$ cat src/rtl/enc_lag3_multi.sv
// Multi-channel pitch-lag index encoder: per-channel search window, first/second
// subframe index coding, four-state sequencer with a one-cycle done pulse.
module enc_lag3_multi #(
   parameter int NUM_CH       = 2,
   parameter int CH_W         = 1,
   parameter int PIT_MIN      = 20,
   parameter int PIT_MAX      = 143,
   parameter int LAG_THRESH   = 85,
   parameter int IDX_OFS_LO   = 58,
   parameter int IDX_OFS_HI   = 112,
   parameter int SEARCH_HALF  = 5,
   parameter int SEARCH_RANGE = 9
) (
   input  logic            clk,
   input  logic            reset,
   input  logic            start,
   input  logic [CH_W-1:0] ch,
   input  logic [15:0]     T0,
   input  logic [15:0]     T0_frac,
   input  logic [15:0]     pit_flag,
   input  logic            ld_en,
   input  logic [CH_W-1:0] ld_ch,
   input  logic [15:0]     ld_min,
   input  logic [15:0]     ld_max,
   output logic            done,
   output logic [15:0]     index,
   output logic [15:0]     T0_min_out,
   output logic [15:0]     T0_max_out,
   output logic            range_err
);

   localparam int NSLOT = 1 << CH_W;

   localparam logic [15:0] RST_MIN   = 16'(PIT_MIN);
   localparam logic [15:0] RST_MAX   = 16'(PIT_MIN + SEARCH_RANGE);
   localparam logic [15:0] HI_MIN    = 16'(PIT_MAX - SEARCH_RANGE);
   localparam logic [15:0] HI_MAX    = 16'(PIT_MAX);
   localparam logic [15:0] U_THRESH  = 16'(LAG_THRESH);
   localparam logic [15:0] U_OFS_LO  = 16'(IDX_OFS_LO);
   localparam logic [15:0] U_OFS_HI  = 16'(IDX_OFS_HI);
   localparam logic [15:0] U_RANGE   = 16'(SEARCH_RANGE);

   localparam logic signed [17:0] W_HALF  = 18'(SEARCH_HALF);
   localparam logic signed [17:0] W_PMIN  = 18'(PIT_MIN);
   localparam logic signed [17:0] W_PMAX  = 18'(PIT_MAX);
   localparam logic signed [17:0] W_RANGE = 18'(SEARCH_RANGE);

   typedef enum logic [1:0] {IDLE, CALC, LIMIT, DONE} state_t;

   // Clamp a signed lag offset into 0..SEARCH_RANGE; the result always fits 16 bits.
   function automatic logic [15:0] sat_offset(input logic signed [17:0] v);
      if (v < 18'sd0)
         return 16'd0;
      else if (v > W_RANGE)
         return U_RANGE;
      else
         return v[15:0];
   endfunction

   function automatic logic offset_clipped(input logic signed [17:0] v);
      return (v < 18'sd0) || (v > W_RANGE);
   endfunction

   state_t                 state_q, state_d;
   logic [CH_W-1:0]        ch_q, ch_d;
   logic [15:0]            t0_q, t0_d;
   logic [15:0]            frac_q, frac_d;
   logic                   sub2_q, sub2_d;
   logic [15:0]            idx_q, idx_d;
   logic [15:0]            min_q, min_d;
   logic [15:0]            max_q, max_d;
   logic                   over_q, over_d;
   logic                   err_q, err_d;

   logic [15:0]            win_min_q [NSLOT];
   logic [15:0]            win_min_d [NSLOT];
   logic [15:0]            win_max_q [NSLOT];
   logic [15:0]            win_max_d [NSLOT];

   logic                   done_q, done_d;
   logic [15:0]            index_q, index_d;
   logic [15:0]            min_out_q, min_out_d;
   logic [15:0]            max_out_q, max_out_d;
   logic                   range_err_q, range_err_d;

   logic signed [17:0]     t0_w;
   logic signed [17:0]     lo_w;
   logic signed [17:0]     f_min_w;
   logic signed [17:0]     f_max_w;
   logic signed [17:0]     diff_w;
   logic [15:0]            f_idx;
   logic [15:0]            s_off;
   logic [15:0]            s_idx;
   logic                   cap_ok;
   logic                   ld_ok;

   // Index and window arithmetic for the captured request; 18-bit signed keeps
   // small lags from wrapping when the window's low side is subtracted.
   always_comb begin
      t0_w    = signed'({2'b00, t0_q});
      lo_w    = t0_w - W_HALF;
      f_min_w = (lo_w < W_PMIN) ? W_PMIN : lo_w;
      f_max_w = f_min_w + W_RANGE;
      if (t0_q <= U_THRESH)
         f_idx = t0_q + t0_q + t0_q - U_OFS_LO + frac_q;
      else
         f_idx = t0_q + U_OFS_HI;
      diff_w  = t0_w - signed'({2'b00, win_min_q[ch_q]});
      s_off   = sat_offset(diff_w);
      s_idx   = s_off + s_off + s_off + 16'd2 + frac_q;
      cap_ok  = int'(ch_q) < NUM_CH;
      ld_ok   = int'(ld_ch) < NUM_CH;
   end

   always_comb begin
      state_d     = state_q;
      ch_d        = ch_q;
      t0_d        = t0_q;
      frac_d      = frac_q;
      sub2_d      = sub2_q;
      idx_d       = idx_q;
      min_d       = min_q;
      max_d       = max_q;
      over_d      = over_q;
      err_d       = err_q;
      win_min_d   = win_min_q;
      win_max_d   = win_max_q;
      done_d      = 1'b0;
      index_d     = index_q;
      min_out_d   = min_out_q;
      max_out_d   = max_out_q;
      range_err_d = range_err_q;

      case (state_q)
         IDLE: begin
            if (ld_en) begin
               if (ld_ok) begin
                  win_min_d[ld_ch] = ld_min;
                  win_max_d[ld_ch] = ld_max;
               end
            end else if (start) begin
               ch_d    = ch;
               t0_d    = T0;
               frac_d  = T0_frac;
               sub2_d  = |pit_flag;
               state_d = CALC;
            end
         end
         CALC: begin
            if (sub2_q) begin
               idx_d  = s_idx;
               min_d  = win_min_q[ch_q];
               max_d  = win_max_q[ch_q];
               over_d = 1'b0;
               err_d  = offset_clipped(diff_w);
            end else begin
               idx_d  = f_idx;
               min_d  = f_min_w[15:0];
               max_d  = f_max_w[15:0];
               over_d = f_max_w > W_PMAX;
               err_d  = 1'b0;
            end
            state_d = LIMIT;
         end
         LIMIT: begin
            if (over_q) begin
               min_d = HI_MIN;
               max_d = HI_MAX;
            end
            // Only a first subframe moves the channel window.
            if (!sub2_q && cap_ok) begin
               win_min_d[ch_q] = over_q ? HI_MIN : min_q;
               win_max_d[ch_q] = over_q ? HI_MAX : max_q;
            end
            state_d = DONE;
         end
         DONE: begin
            done_d      = 1'b1;
            index_d     = idx_q;
            min_out_d   = min_q;
            max_out_d   = max_q;
            range_err_d = err_q;
            state_d     = IDLE;
         end
         default: state_d = IDLE;
      endcase
   end

   always_ff @(posedge clk or posedge reset) begin
      if (reset) begin
         state_q     <= IDLE;
         done_q      <= 1'b0;
         index_q     <= 16'd0;
         min_out_q   <= RST_MIN;
         max_out_q   <= RST_MAX;
         range_err_q <= 1'b0;
         for (int k = 0; k < NSLOT; k++) begin
            win_min_q[k] <= RST_MIN;
            win_max_q[k] <= RST_MAX;
         end
      end else begin
         state_q     <= state_d;
         done_q      <= done_d;
         index_q     <= index_d;
         min_out_q   <= min_out_d;
         max_out_q   <= max_out_d;
         range_err_q <= range_err_d;
         win_min_q   <= win_min_d;
         win_max_q   <= win_max_d;
      end
   end

   // Request capture and intermediate results are qualified by the sequencer state.
   always_ff @(posedge clk) begin
      ch_q   <= ch_d;
      t0_q   <= t0_d;
      frac_q <= frac_d;
      sub2_q <= sub2_d;
      idx_q  <= idx_d;
      min_q  <= min_d;
      max_q  <= max_d;
      over_q <= over_d;
      err_q  <= err_d;
   end

   assign done       = done_q;
   assign index      = index_q;
   assign T0_min_out = min_out_q;
   assign T0_max_out = max_out_q;
   assign range_err  = range_err_q;

endmodule

$ cat config.mk
export PLATFORM = sky130hd
export DESIGN_NAME = enc_lag3_multi
export DESIGN_NICKNAME = d
export VERILOG_FILES = /design/src/rtl/enc_lag3_multi.sv
export SDC_FILE = /design/constraint.sdc
export NUM_CORES = 1
export LEC_CHECK = 0
export CORE_MARGIN = 1
export CORE_UTILIZATION = 40
export CTS_BUF_LIST = sky130_fd_sc_hd__clkbuf_16
export CTS_CLUSTER_SIZE = 12
export DETAILED_ROUTE_END_ITERATION = 8
export SLEW_MARGIN = 15
export SYNTH_ARGS = -nofsm -noshare
export SYNTH_HDL_FRONTEND = slang
export SYNTH_SLANG_ARGS = --single-unit
$ cat constraint.sdc
create_clock -name clk -period 7.5 [get_ports clk]
set_input_delay 1.125 -clock clk [delete_from_list [all_inputs] [get_ports clk]]
set_output_delay 1.125 -clock clk [all_outputs]
set_load 0.02 [all_outputs]
==> metrics.md, run 1 <==
| Metric | Value |
|---|---|
| Worst reg2reg path endpoint | idx_q[11] |
| CTS root buf | clkbuf_16 |
| Die H | 183.4 µm |
| Clk sinks | 200 |
| Worst slew pin tran | 1132 ps |
| RSZ-0062 raised after global routing | no |
| Clock Path Buffers | 2 |
| Hold buffers post-CTS | 0 |
| Period utilization | 93.86% |
| Internal reg-to-reg setup slack | 460 ps |
| Cells after synthesis | 1336 |
| Fill cells | 3022 |
| Max-slew headroom | 24.39% |
| Worst vdd ir | 0.2109 mV |
| Crit path max-delay family | simple AND/OR/NAND/NOR gates |
| R2R depth | 24 |
| Critical path depth | 24 |
| Row cnt | 66 |
| Core footprint | 32450 µm² |
| Final instance area | 15770 µm² |
| Most used cell, CP | ha_1 |
| WHS Endpoint | index[7] |
| I/O pin count | 136 |
| Pre-CTS WS | 425.3 ps |
| Antenna cells | 0 |
| Seq/Total Area, Yosys | 41.38% |
| Required time worst endpoint | 7710 ps |
| DR WL/cell | 20.21 µm |
| Final Hold Fails | 0 |
| Pre-antenna DRT Iters | 5 |
| First DRT Iteration DRCs | 838 |
| Htree depth | 4 |
| Antenna violations before repair | 0 |
| Placed cell area | 15150 µm² |
| Area Growth Syn to Fin | 19.80% |
| GRT Total Usage | 23.69% |
| GR met1 Demand/Resource | 33.14% |
| IO Port Bufs | 135 |
| Setup slack after layout | 460.5 ps |
| HP Start | idx_q[7] |
| Worst skew pair latency | 470 ps |
| Clk_skew | 15.62 ps |
| Critical path class | flip-flop to flip-flop |
| Detailed Place HPWL | 28130 µm |
| Clock transition at path regs | 80 ps |
| Initial core utilization | 40.56% |
| Placer Congestion | 0.9335 |
| GR Layer Usage met3 | 4.952% |
| Final core occ | 48.59% |
| Drt drc | 0 |
| Status | completed |
| EDFF count, synth | 84 |
| Yosys warning total | 0 |
| Minimum clock period | 7039 ps |
| Largest net degree at the start of global routing | 71 |
| Vias in the first global route | 10.23k |
| Pleak | 6.351 nW |
| GR peak layer | met2 |
| Max_cap viols | 0 |
| Worst min path class | flip-flop to flip-flop |
| CTS Buf Count | 17 |
| Die width | 183.4 µm |
| Syn avg cell area | 9.853 µm² |
| Worst path bufs/invs | 2 |
| Gr ovfl total | 0 |
| CP arrival | 7250 ps |
| Die ar. | 33640 µm² |
| Vias/cell | 5.536 |
| CTS tree | yes |
| Hold Crit Depth | 1 |
| Main flop type after synthesis | dfrtp_1 |
| Final TNS setup | 0 ps |
| Total Wirelength | 38950 µm |
| Layout Cells excl Fill | 1927 |
| Final setup fails | 0 |
| Worst path slowest cell | or4_1 |
| Startpoint Class | flip-flop |
| Power density cells | 396.0 nW/µm² |
| Unique cell type count in the Yosys netlist | 68 |
| FF+latch count, synth | 200 |
| Sequential cell area | 5448 µm² |
| Async set or reset register ratio after synthesis | 58.00% |
| Via count | 10.67k |
| First-pass GRT wire length | 59950 µm |
| Share of layout cells above drive strength 1 | 10.44% |
| Endpoint type of the worst setup path | flip-flop |
| Cell Count Post-Placement | 1894 |
| Slew Viols, Final | 0 |
| Routed Antenna Nets | 0 |
| CP max FO | 4 |
| Critical-path cell list | mux2_2 -> ha_1 -> inv_1 -> fa_1 -> a211oi_1 -> nor2_1 -> xnor2_1 -> a2111oi_0 -> nand4_1 -> or4_1 -> nor4b_1 -> buf_4 -> and2_1 -> xor2_1 -> ha_1 -> ha_1 -> and3_1 -> and2_1 -> o21ai_0 -> or4b_1 -> o21a_1 -> o21ai_1 -> or3b_1 -> nor3b_1 |
| Met2 usage in global routing | 37.79% |
| Nets | 1676 |
| Syn Std Cell Area | 13160 µm² |
| Largest stage delay on the critical path | 590 ps |
| Area of the multi-input gates | 7313 µm² |
| Highest clock rate | 0.1421 GHz |
| Reg-to-reg startpoint | ch_q |
-- flip-flops by register name, summed over array words and instances, names as in the netlist, 2 cells and up --
signal	count
T0_max_out	16
T0_min_out	16
frac_q	16
idx_q	16
index	16
max_q	16
min_q	16
state_q	2
t0_q	16
win_max_q	32
win_min_q	32
-- metal layers --
metal | vias to the layer above | share of wire, %
li1 | 5077 | -
met1 | 5231 | 46
met2 | 335 | 47
met3 | 24 | 5.7
met4 | 0 | 0.95
met5 | - | 0
-- layout make-up --
type | count | share of cell area, %
Multi-Input combinational cell | 1017 | 46.37
Sequential cell | 200 | 34.54
Timing Repair Buffer | 164 | 9.949
Tap cell | 442 | 3.507
Clock buffer | 17 | 2.698
Inverter | 72 | 1.730
Clock inverter | 15 | 1.198
-- cells in the mapped netlist (27+ instances only) --
master	count	share of area, %
fa_1	29	4.4
dfrtp_1	98	19
o21ai_0	109	4.1
edfxtp_1	84	19
mux2i_1	41	3.1
clkbuf_1	56	1.6
inv_1	71	2.0
ha_1	89	8.5
nor3_1	27	1.0
xnor2_1	44	2.9
a21oi_1	100	3.8
mux2_2	52	4.4
nor2_1	114	3.3
a22oi_1	62	3.5
nand2_1	110	3.1
-- logic make-up after synthesis --
| logic type | Yosys count | synth area share [%] |
|---|---|---|
| muxes | 93 | 7.566 |
| xor gates and xnor gates | 65 | 4.325 |
| buffers and inverters | 139 | 3.992 |
| AOI/OAI and AO/OA | 370 | 17.49 |
| adders and majority gates | 118 | 12.87 |
| DFF | 200 | 41.38 |
| and+or+nand+nor | 350 | 12.35 |
| other | 1 | 0.02849 |
-- cells in the final DEF, fill, tap and decap left out, types with 17 or more instances in the layout --
| master | synthesis | final |
|---|---|---|
| clkdlybuf4s50_1 | 0 | 135 |
| nor2_1 | 114 | 112 |
| nand2_1 | 110 | 110 |
| o21ai_0 | 109 | 109 |
| a21oi_1 | 100 | 99 |
| dfrtp_1 | 98 | 98 |
| ha_1 | 89 | 87 |
| edfxtp_1 | 84 | 84 |
| inv_1 | 71 | 71 |
| a22oi_1 | 62 | 61 |
| mux2_2 | 52 | 52 |
| xnor2_1 | 44 | 44 |
| mux2i_1 | 41 | 41 |
| fa_1 | 29 | 29 |
| buf_4 | 0 | 29 |
| nor3_1 | 27 | 27 |
| xor2_1 | 21 | 21 |
| conb_1 | 1 | 21 |
| dfstp_2 | 18 | 18 |
| clkbuf_16 | 0 | 17 |
-- where the power goes --
group	total [mW]	internal [mW]	switching (mW)
combinational	3.16	1.31	1.85
clock	0.988	0.508	0.480
sequential	2.10	1.76	0.337
-- worst max-delay path by stage --
stage	end	startpoint
after detailed placement	idx_q[11]	ch_q
after global routing	idx_q[11]	ch_q
after CTS	idx_q[11]	ch_q
final	idx_q[11]	ch_q
after global placement	idx_q[11]	ch_q
after floorplan	idx_q[11]	ch_q
-- worst register-to-register path, stage by stage, from the launching register on --
cell and delay, ps:
edfxtp_1 430, mux2_2 280, ha_1 170, inv_1 60, fa_1 390, a211oi_1 490, nor2_1 150, xnor2_1 160
a2111oi_0 360, nand4_1 220, or4_1 590, nor4b_1 340, buf_4 190, and2_1 210, xor2_1 200, ha_1 270
ha_1 360, and3_1 190, and2_1 160, o21ai_0 80, or4b_1 500, o21a_1 250, o21ai_1 250, or3b_1 370
nor3b_1 140
-- metrics by stage --
step,power (mW),hold WS (ps)
finish,6.245,478.8
global route,6.681,497.4
CTS,6.261,482.4
detailed placement,5.248,464.8
global placement,5.214,459.0
floorplan,4.132,446.0
-- repair_timing --
| action | in CTS | in global routing |
|---|---|---|
| setup buffers | 0 | 1 |
| resized for setup | 0 | 1 |
| endpoints found under the setup margin | 0 | 4 |
No activity file was read; power rests on OpenSTA's default activity.
==> run 2: changes to the inputs <==
- REMOVE_ABC_BUFFERS: unset -> 1
==> metrics.md, run 2 (synthesis gave the netlist of run 1 again) <==
| Metric | Value |
|---|---|
| Sequential cell area | 5448 µm² (unchanged) |
| Area Growth Syn to Fin | 19.68% (was 19.80%) |
| Die H | 183.4 µm (unchanged) |
| CTS Buf Count | 17 (unchanged) |
| Clock transition at path regs | 70 ps (was 80 ps) |
| Vias in the first global route | 10.31k (was 10.23k) |
| Max-slew headroom | 34.29% (was 24.39%) |
| Detailed Place HPWL | 25610 µm (was 28130 µm) |
| Layout Cells excl Fill | 1926 (was 1927) |
| Post-cts sizing count | 0 (unchanged) |
| Antenna violations before repair | 0 (unchanged) |
| GR peak layer | met2 (unchanged) |
| Fill cells | 3023 (was 3022) |
| Die ar. | 33640 µm² (unchanged) |
| Vias/cell | 5.437 (was 5.536) |
| Setup Fix Bufs, Post-CTS | 0 (unchanged) |
| Internal reg-to-reg setup slack | 540 ps (was 460 ps) |
| Die width | 183.4 µm (unchanged) |
| Endpoint type of the worst setup path | flip-flop (unchanged) |
| Core footprint | 32450 µm² (unchanged) |
| Minimum clock period | 6957 ps (was 7039 ps) |
| Largest net degree at the start of global routing | 65 (was 71) |
| I/O pin count | 136 (unchanged) |
| Critical path class | flip-flop to flip-flop (unchanged) |
| Cell Count Post-Placement | 1894 (unchanged) |
| Clk_skew | 19.59 ps (was 15.62 ps) |
| Final Hold Fails | 0 (unchanged) |
| Pre-antenna DRT Iters | 9 (was 5) |
| Clk sinks | 200 (unchanged) |
| Largest regs | win_max_q: 32 flops, win_min_q: 32 flops (unchanged) |
| Worst vdd ir | 0.2066 mV (was 0.2109 mV) |
| Pleak | 6.335 nW (was 6.351 nW) |
| Most common cell after layout, fill and taps aside | clkdlybuf4s50_1 (unchanged) |
| Startpoint Class | flip-flop (unchanged) |
| Max_cap viols | 0 (unchanged) |
| Share of layout cells above drive strength 1 | 10.65% (was 10.44%) |
| IO Port Bufs | 135 (unchanged) |
| Status | finished with violations (was completed) |
| Htree depth | 4 (unchanged) |
| Highest clock rate | 0.1437 GHz (was 0.1421 GHz) |
| CTS root buf | clkbuf_16 (unchanged) |
| GR Layer Usage met3 | 3.605% (was 4.952%) |
| Final TNS setup | 0 ps (unchanged) |
| Via count | 10.47k (was 10.67k) |
| Clock Path Buffers | 2 (unchanged) |
| CP arrival | 7160 ps (was 7250 ps) |
| GR met1 Demand/Resource | 31.53% (was 33.14%) |
| Period utilization | 92.76% (was 93.86%) |
| Row cnt | 66 (unchanged) |
| Slew Viols, Final | 0 (unchanged) |
| Worst min path class | flip-flop to flip-flop (unchanged) |
| Met2 usage in global routing | 35.62% (was 37.79%) |
| Required time worst endpoint | 7700 ps (was 7710 ps) |
| CP max FO | 12 (was 4) |
| CTS tree | yes (unchanged) |
| Worst slew pin tran | 985.6 ps (was 1132 ps) |
| Hold buffers post-CTS | 0 (unchanged) |
| First-pass GRT wire length | 57860 µm (was 59950 µm) |
| Nets | 1675 (was 1676) |
| Gr ovfl total | 0 (unchanged) |
| Area of the multi-input gates | 7325 µm² (was 7313 µm²) |
| DR WL/cell | 18.86 µm (was 20.21 µm) |
| GRT Total Usage | 22.37% (was 23.69%) |
| Antenna cells | 0 (unchanged) |
| Most frequent cells in the layout | clkdlybuf4s50_1, nor2_1, nand2_1 (unchanged) |
| Total Wirelength | 36330 µm (was 38950 µm) |
| Initial core utilization | 40.56% (unchanged) |
| Routed Antenna Nets | 0 (unchanged) |
| Final setup fails | 0 (unchanged) |
| Worst skew pair latency | 460 ps (was 470 ps) |
| Drt drc | 1 (was 0) |
| Power density cells | 388.3 nW/µm² (was 396.0 nW/µm²) |
| First DRT Iteration DRCs | 757 (was 838) |
| Placer Congestion | 0.9004 (was 0.9335) |
| Failing checks | DRC |
| RSZ-0062 raised after global routing | no (unchanged) |
## run 2: layout make-up
cell class	instances	share of cell area, %
Inverter	72	1.731
Clock inverter	15	1.048
Clock buffer	17	2.700
Timing Repair Buffer	163	9.936
Tap cell	442	3.510
Sequential cell	200	34.58
Multi-Input combinational cell	1017	46.49
## run 2: final timing paths
| kind | depth (start not counted) | end | start |
|---|---|---|---|
| max in group asynchronous | 3 | win_min_q[7] | reset |
| setup / recovery | 24 | idx_q[11] | ch_q |
| hold / removal | 1 | index[5] | idx_q[5] |
| hold reg to reg | 1 | index[5] | idx_q[5] |
| setup reg to reg | 24 | idx_q[11] | ch_q |
| min in group asynchronous | 2 | T0_max_out[7] | reset |
## run 2: metrics by stage
| stage | utilization, % | instance area (µm²) | setup slack (ps) | hold WS (ps) | power, mW |
|---|---|---|---|---|---|
| after floorplan | - | 12980 | 278.9 | 446.0 | 4.107 |
| after global placement | 46.66 | 15140 | 449.6 | 460.4 | 5.128 |
| after detailed placement | 46.66 | 15140 | 192.6 | 462.6 | 5.160 |
| after CTS | 48.48 | 15730 | 158.8 | 482.6 | 6.138 |
| after global routing | 48.54 | 15750 | 22.47 | 488.1 | 6.582 |
| final | 48.54 | 15750 | 543.3 | 480.7 | 6.118 |
## run 2: worst max-delay path: stages (launching register included)
cell and delay, ps:
edfxtp_1 360, buf_4 220, mux2_2 270, ha_1 160
inv_1 50, fa_1 410, a211oi_2 350, nor2_1 120
xnor2_1 160, a2111oi_0 440, nand4_1 180, or4_1 610
nor4b_2 400, and2_1 270, xor2_1 190, ha_1 250
ha_1 340, and3_1 180, and2_1 150, o21ai_0 80
or4b_1 500, o21a_1 250, o21ai_1 250, or3b_1 360
nor3b_1 140
## run 2: per-layer routing
metal / share of wire [%] / wire [µm] / up-vias
li1: - / - / 5059
met5: 0 / 0 / -
met4: 1.2 / 451 / 0
met1: 47 / 17250 / 5086
met2: 46 / 16790 / 295
met3: 5.0 / 1834 / 32
## run 2: where the power goes
| group | total (mW) | switching [mW] | leakage [nW] | internal, mW |
|---|---|---|---|---|
| clock network | 0.953 | 0.479 | 0.292 | 0.475 |
| logic | 3.10 | 1.79 | 3.86 | 1.31 |
| registers | 2.07 | 0.311 | 2.18 | 1.76 |
